File: config.mk
export PLATFORM = sky130hd
export DESIGN_NAME = top_in_loader
export DESIGN_NICKNAME = d
export VERILOG_FILES = /design/src/rtl/top_in_loader.sv
export SDC_FILE = /design/constraint.sdc
export NUM_CORES = 1
export LEC_CHECK = 0
export BUFFER_PORTS_ARGS = -buffer_cell sky130_fd_sc_hd__buf_4
export CAP_MARGIN = 10
export CORE_MARGIN = 2
export CORE_UTILIZATION = 55
export DETAILED_ROUTE_END_ITERATION = 10
export HOLD_SLACK_MARGIN = 0.1
export MAX_ROUTING_LAYER = met4
export PLACE_DENSITY = 0.76
export SYNTH_ARGS = -nofsm -noshare
export SYNTH_HDL_FRONTEND = slang
export SYNTH_SLANG_ARGS = --single-unit
export TNS_END_PERCENT = 5
File: constraint.sdc
create_clock -name clk -period 2.5 [get_ports clk]
set_input_delay 0.5 -clock clk [delete_from_list [all_inputs] [get_ports clk]]
set_output_delay 0.5 -clock clk [all_outputs]
set_load 0.03 [all_outputs]
File: src/rtl/top_in_loader.sv
`default_nettype none
// ============================================================================
//  Module      : top_in_loader
//  Description : Upstream feeder for the top hierarchy. Buffers packed 9-bit
//                stimulus words in a small FIFO. Each word is unpacked onto
//                the top__* buses and held for a programmable number of
//                extra cycles before the next word is applied.
//  Revision    : 1.0 - initial release
// ============================================================================
module top_in_loader #(
    parameter int DEPTH  = 4,
    parameter int HOLD_W = 4
) (
    input  logic                     clk,
    input  logic                     rst,
    input  logic                     in_valid,
    output logic                     in_ready,
    input  logic [8:0]               in_data,
    input  logic                     en,
    input  logic                     flush,
    input  logic [HOLD_W-1:0]        hold_cycles,
    output logic                     top__sub_a__s1,
    output logic [3:0]               top__sub_a__s2,
    output logic [1:0]               top__sub_a__ss1ss1ss1,
    output logic                     top__ssub_a__s2,
    output logic                     top__ssub_b__s3,
    output logic                     upd,
    output logic [$clog2(DEPTH):0]   fifo_level
);

    localparam int c_ptr_w = $clog2(DEPTH);
    localparam int c_lvl_w = c_ptr_w + 1;
    localparam logic [c_lvl_w-1:0] c_full = c_lvl_w'(DEPTH);

    typedef enum logic [0:0] {
        ST_IDLE = 1'b0,
        ST_HOLD = 1'b1
    } state_t;

    state_t               state_q, state_d;
    logic [HOLD_W-1:0]    hold_cnt_q, hold_cnt_d;
    logic [c_ptr_w-1:0]   wr_ptr_q, wr_ptr_d;
    logic [c_ptr_w-1:0]   rd_ptr_q, rd_ptr_d;
    logic [c_lvl_w-1:0]   level_q, level_d;
    logic [8:0]           word_q, word_d;
    logic                 upd_q, upd_d;
    logic [8:0]           mem_q [DEPTH];

    logic                 push;
    logic                 pop;

    // A full FIFO never accepts, even if it pops this cycle: no push-through.
    assign in_ready = (level_q != c_full) && !flush;
    assign push     = in_valid && in_ready;
    assign pop      = !flush && (state_q == ST_IDLE) && en && (level_q != '0);

    // Next-state logic for FIFO bookkeeping, hold FSM and output word.
    always_comb begin
        state_d    = state_q;
        hold_cnt_d = hold_cnt_q;
        wr_ptr_d   = wr_ptr_q;
        rd_ptr_d   = rd_ptr_q;
        level_d    = level_q;
        word_d     = word_q;
        upd_d      = 1'b0;

        if (flush) begin
            // Flush drops everything buffered but leaves the applied word alone.
            state_d    = ST_IDLE;
            hold_cnt_d = '0;
            wr_ptr_d   = '0;
            rd_ptr_d   = '0;
            level_d    = '0;
        end else begin
            if (push) begin
                wr_ptr_d = wr_ptr_q + c_ptr_w'(1);
            end

            unique case (state_q)
                ST_IDLE: begin
                    hold_cnt_d = '0;
                    if (pop) begin
                        rd_ptr_d   = rd_ptr_q + c_ptr_w'(1);
                        word_d     = mem_q[rd_ptr_q];
                        upd_d      = 1'b1;
                        // hold_cycles is captured here only; later changes
                        // do not stretch or shorten the running hold.
                        hold_cnt_d = hold_cycles;
                        state_d    = (hold_cycles != '0) ? ST_HOLD : ST_IDLE;
                    end
                end
                ST_HOLD: begin
                    // Counts down regardless of en; leaves on reaching zero.
                    if (hold_cnt_q <= HOLD_W'(1)) begin
                        hold_cnt_d = '0;
                        state_d    = ST_IDLE;
                    end else begin
                        hold_cnt_d = hold_cnt_q - HOLD_W'(1);
                    end
                end
                default: begin
                    state_d    = ST_IDLE;
                    hold_cnt_d = '0;
                end
            endcase

            unique case ({push, pop})
                2'b10:   level_d = level_q + c_lvl_w'(1);
                2'b01:   level_d = level_q - c_lvl_w'(1);
                default: level_d = level_q;
            endcase
        end
    end

    // State registers; reset discards any buffered words immediately.
    always_ff @(posedge clk or posedge rst) begin
        if (rst) begin
            state_q    <= ST_IDLE;
            hold_cnt_q <= '0;
            wr_ptr_q   <= '0;
            rd_ptr_q   <= '0;
            level_q    <= '0;
            word_q     <= '0;
            upd_q      <= 1'b0;
        end else begin
            state_q    <= state_d;
            hold_cnt_q <= hold_cnt_d;
            wr_ptr_q   <= wr_ptr_d;
            rd_ptr_q   <= rd_ptr_d;
            level_q    <= level_d;
            word_q     <= word_d;
            upd_q      <= upd_d;
        end
    end

    // FIFO storage; contents are only meaningful between the pointers.
    always_ff @(posedge clk) begin
        if (push) begin
            mem_q[wr_ptr_q] <= in_data;
        end
    end

    assign top__sub_a__s1        = word_q[0];
    assign top__sub_a__s2        = word_q[4:1];
    assign top__sub_a__ss1ss1ss1 = word_q[6:5];
    assign top__ssub_a__s2       = word_q[7];
    assign top__ssub_b__s3       = word_q[8];
    assign upd                   = upd_q;
    assign fifo_level            = level_q;

endmodule
`default_nettype wire
==> out/results.tsv, run 1 <==
metric	value	unit
finish.net_count	220	
syn-num-nets	184	
worstPathArrival	2.37	ns
fin_area	3010	um2
avgSynthCellArea	15.9	um2
syn_to_final_growth	19.2	%
grt_max_degree	23	
drt_iter0_drc	141	
worstReg2RegEnd	fifo_level[1]	
viasPerCell	5.73	
period_needed	2.19	ns
totalWireLength	4390	um
syn_area	2520	um2
wl_per_cell	17.4	um
rows	24	
tightest_slew	0.881	ns
ctsResizeCount	0	
vias	1445	
pwr_density_cell	937	nW/um2
ios	32	
cts_tree	built	
fin_setup_tns	0	ns
cts.path.max_buffers	2	
rsz0062_at_grt	false	
grt-ovfl-total	0	
dieArea	5150	um2
start_kind	flip-flop	
synth_edf_count	36	
drive_gt1_share	38.0	%
antenna_cells	0	
die_x	71.7	um
synthFlopType	edfxtp_1	
synthTopCellsByArea	edfxtp_1, dfrtp_1, mux4_2	
async_flop_share	37.9	%
place.gp.congestion	0.825	
grtUsageTotal	19.9	%
hold_viol	0	
end_kind	flip-flop	
core-area	4380	um2
die_h	71.7	um
start_util	57.6	%
grt_pass1_vias	1508	
outcome	completed	
rr_worst_depth	6	
synth.most_common_cell	edfxtp_1	
drtPass1Iterations	5	
synth.distinct_cells	38	
cts_setup_buffers	0	
cts_buffers	9	
clock_sinks	58	
final-setup-viol-count	0	
max_clock_freq	0.457	GHz
ir_drop	0.761	mV
fill_cells	302	
synth_largest_area_cell	edfxtp_1	
drc	0	
critPathMaxFanout	10	
maxSlewViolCount	0	
antenna_left	0	
worst-setup-path-type	flip-flop to flip-flop	
skew	0.00905	ns
synth_top_area_share	42.8	%
leakagePower	1.18	nW
r2r_start	fifo_level[2]	
io_buffers	31	
synth_common_cells	edfxtp_1, dfrtp_1, mux2_2	
synth_cells	159	
dp_hpwl	2940	um
max_slew_margin	41.2	%
hold-worst-slack	0.360	ns
hold_buffers	0	
yosys_warnings	0	
min_path_type	primary input to asynchronous set/reset pin	
ys_seq_area_share	64.7	%
antenna_found_initial	0	
ys_ff_latch	58	
cap_violations	0	
htreeDepth	3	
cp.required	2.68	ns
r2r_setup_slack	0.31	ns
period_share	87.6	%
clock_latency	0.33	ns
grt_pass1_wl	7190	um
cts_root_buf	clkbuf_8	
post_dp_cell_area	2790	um2
cts.clk_slew.worst_paths	0.07	ns
layout make-up:
type                    instances  area [um2]  area share (%)
clock buffers                  11         163            5.41
inverters                       7        26.3           0.873
well taps                      52        65.1            2.16
repair buffers                 34         255            8.48
flip-flops and latches         58        1630            54.2
clock inverters                 5        60.1            2.00
multi-input cells              85         808            26.9
per-stage QoR:
step	utilization [%]	power, mW	cells	setup WS [ns]
floorplan	-	1.68	159	0.290
global placement	63.6	1.90	236	0.492
detailed placement	63.6	1.92	236	0.364
CTS	68.6	2.85	252	0.325
global route	68.6	2.95	252	0.216
finish	68.6	2.82	252	0.310
state kept, by name, summed over array words and instances (netlist names):
name	flops
hold_cnt_q	4
fifo_level	3
mem_q	36
word_q	9
upd	1
wr_ptr_q	2
state_q	1
rd_ptr_q	2
kinds of logic after synthesis:
family / synth area share [%]
AOI/OAI and AO/OA: 5.80
xor gates and xnor gates: 1.39
adders and majority gates: 3.77
buffers and inverters: 3.32
DFF: 64.7
muxes: 12.9
and+or+nand+nor: 8.18
power breakdown:
part	switching, mW	internal [mW]
sequential	0.0909	1.14
clock	0.372	0.549
combinational	0.360	0.307
worst max-delay path by stage:
stage,slack [ns],from,end,cells past startpoint
after floorplan,0.29,fifo_level[0],fifo_level[1],7
after global placement,0.49,fifo_level[2],fifo_level[1],6
after detailed placement,0.36,fifo_level[2],fifo_level[1],6
after CTS,0.33,fifo_level[2],fifo_level[1],6
after global routing,0.22,fifo_level[2],fifo_level[1],6
final,0.31,fifo_level[2],fifo_level[1],6
placed cells by master (no fill, tap or decap), drive strengths merged:
| cell type | Yosys | final |
|---|---|---|
| o41ai | 1 | 1 |
| mux2 | 10 | 10 |
| buf | 7 | 34 |
| inv | 7 | 7 |
| or3 | 1 | 1 |
| a21oi | 6 | 6 |
| a2111oi | 1 | 1 |
| nor2 | 7 | 7 |
| o2111ai | 1 | 1 |
| or3b | 1 | 1 |
| a22oi | 1 | 1 |
| clkinvlp | 0 | 1 |
| nand3b | 3 | 3 |
| nor3 | 4 | 4 |
| mux4 | 9 | 9 |
| o31ai | 2 | 2 |
| edfxtp | 36 | 36 |
| a221oi | 1 | 1 |
| bufinv | 0 | 1 |
| a2bb2oi | 2 | 2 |
| nor3b | 1 | 1 |
| a2bb2o | 1 | 1 |
| nand4 | 1 | 1 |
| xnor2 | 4 | 4 |
| mux2i | 1 | 1 |
| clkbuf | 2 | 11 |
| nand2 | 9 | 9 |
| and2 | 5 | 5 |
| ha | 6 | 6 |
| nand2b | 2 | 2 |
| o22ai | 1 | 1 |
| fa | 1 | 1 |
| and2b | 1 | 1 |
| dfrtp | 22 | 22 |
| clkinv | 0 | 3 |
| nand3 | 1 | 1 |
| o221ai | 1 | 1 |
per-layer routing:
metal / track usage [%] / wire length (um) / vias to the layer above
met5: - / 0 / -
met1: 22.6 / 1800 / 726
li1: - / - / 667
met3: 4.64 / 211 / 6
met4: 9.43 / 64 / 0
met2: 33.4 / 2320 / 46
critical path: stages, from the launching register on:
cell	delay [ns]
dfrtp_1	0.51
or3b_2	0.52
nand2_1	0.13
and2_1	0.15
fa_1	0.44
o2111ai_1	0.13
o221ai_1	0.16
Note: power is estimated with default switching activity, not from simulation.
==> run 2, diff against run 1 <==
==> constraint.sdc (replaced) <==
create_clock -name clk -period 2.82 [get_ports clk]
set_input_delay 0.564 -clock clk [delete_from_list [all_inputs] [get_ports clk]]
set_output_delay 0.564 -clock clk [all_outputs]
set_load 0.03 [all_outputs]
==> out/results.tsv, run 2 (same netlist as run 1, synthesis figures left out) <==
metric	value	unit	change
outcome	completed		
register_area	1630	um2	unchanged
ctsResizeCount	0		unchanged
cts_tree	built		
grtUsageTotal	20.4	%	+0.44 points
cap_violations	0		unchanged
period_share	77.4	%	-10 points
fin_setup_tns	0	ns	unchanged
place.gp.congestion	0.798		-3.3%
wl_met1	1870	um	+3.9%
leakagePower	1.14	nW	-3.4%
final-setup-viol-count	0		unchanged
finish.net_count	218		-0.91%
post_dp_cell_area	2770	um2	-0.54%
wl_met2	2250	um	-3.0%
regMostFlops	mem_q		
r2r_start	fifo_level[1]		
ir_drop	0.465	mV	-39%
antenna_cells	0		unchanged
grt_pass1_wl	7310	um	+1.7%
rr_worst_depth	6		unchanged
cts_setup_buffers	0		unchanged
dieArea	5150	um2	unchanged
max_slew_margin	41.4	%	+0.24 points
drt_iter0_drc	87		-38%
preCtsSetupSlack	0.686	ns	+0.322 ns
rsz0062_at_grt	false		
drive_gt1_share	35.4	%	-2.6 points
viasPerCell	5.69		-0.73%
wl_per_cell	17.5	um	+0.62%
grt_max_degree	23		unchanged
critPathBufInv	0		unchanged
worstPathArrival	2.37	ns	about the same
io_buffers	31		unchanged
top_regs	mem_q (36), word_q (9), hold_cnt_q (4)		
cp_cell_sequence	or3b_2 -> nand2_1 -> and2_1 -> fa_1 -> o2111ai_1 -> o221ai_1		
worst-setup-path-type	flip-flop to flip-flop		
layout_common_cells	edfxtp_1, buf_4, dfrtp_1		
die_h	71.7	um	unchanged
min_path_type	primary input to asynchronous set/reset pin		
slowest_delay	0.55	ns	+0.03 ns
cp_slowest_cell	or3b_2		
worstReg2RegEnd	fifo_level[1]		
fin_area	2930	um2	-2.8%
total_power	2.28	mW	-19%
final_common_cell	edfxtp_1		
maxSlewViolCount	0		unchanged
cts_buffers	9		unchanged
r2r_setup_slack	0.64	ns	+0.33 ns
top_layer	met4		
hold_buffers	0		unchanged
skew	0.00933	ns	+0.000278 ns
cp.depth	6		unchanged
clock_sinks	58		unchanged
tightest_slew	0.878	ns	-0.00353 ns
ios	32		unchanged
antenna_left	0		unchanged
wl_met3	170	um	-19%
clock_latency	0.32	ns	about the same
critPathMaxFanout	10		unchanged
antenna_found_initial	0		unchanged
multi_input_area	808	um2	unchanged
fill_cells	323		+7.0%
hold_viol	0		unchanged
crit_family	simple AND/OR/NAND/NOR gates		
core-area	4380	um2	unchanged
drtPass1Iterations	4		-1
cp.required	3.01	ns	+0.33 ns
period_needed	2.18	ns	-0.00850 ns
die_x	71.7	um	unchanged
layout_setup_ws	0.638	ns	+0.328 ns
start_kind	flip-flop		
cts.clk_slew.worst_paths	0.06	ns	about the same
dp_hpwl	2940	um	-0.19%
cts_root_buf	clkbuf_8		
largest_reg_flops	36		unchanged
vias	1423		-1.5%
pwr_density_cell	779	nW/um2	-17%
grt-ovfl-total	0		unchanged
grt_pass1_vias	1525		+1.1%
max_clock_freq	0.458	GHz	+0.39%
rows	24		unchanged
htreeDepth	3		unchanged
start_util	57.6	%	unchanged
end_kind	flip-flop		
syn_to_final_growth	15.9	%	
cts.path.max_buffers	2		unchanged
totalWireLength	4390	um	-0.18%
drc	0		unchanged
==> run 2: changes by cell type in the layout (fill, tap and decap cells not counted), sizes merged <==
cell,change
clkbuf,+1
bufinv,-1
clkinv,+1
buf,-2
clkinvlp,-1
==> run 2: how the worst max path moves through the flow <==
stage	startpoint	end	slack [ns]
6_report	fifo_level[1]	fifo_level[1]	0.64
5_1_grt	fifo_level[1]	fifo_level[1]	0.58
4_1_cts	fifo_level[1]	fifo_level[1]	0.67
3_5_place_dp	fifo_level[1]	fifo_level[1]	0.69
3_3_place_gp	fifo_level[1]	fifo_level[1]	0.77
2_1_floorplan	fifo_level[0]	fifo_level[1]	0.61
==> run 2: power by group <==
part | leakage [nW] | switching (mW) | total, mW | internal [mW]
logic | 0.446 | 0.301 | 0.567 | 0.265
registers | 0.610 | 0.0937 | 1.11 | 1.01
clock network | 0.0816 | 0.294 | 0.606 | 0.312
==> run 2: per-stage QoR <==
stage | util, % | cells | hold WS [ns]
2_1_floorplan | - | 159 | 0.543
3_3_place_gp | 63.2 | 234 | 0.494
3_5_place_dp | 63.2 | 234 | 0.505
4_1_cts | 66.7 | 250 | 0.428
5_1_grt | 66.7 | 250 | 0.429
6_report | 66.7 | 250 | 0.430
==> run 2: cell type report <==
class                      count  area share, %
inverter                       7          0.898
multi-input combinational     85           27.6
clock inverter                 4          0.642
sequential                    58           55.8
timing repair buffer          32           8.21
clock buffer                  12           4.62
tap                           52           2.22
==> run 2: per-layer routing <==
metal	up-vias	global-route usage, %
met5	-	-
met4	0	12.2
met3	11	4.36
met2	35	32.3
met1	715	24.0
li1	662	-
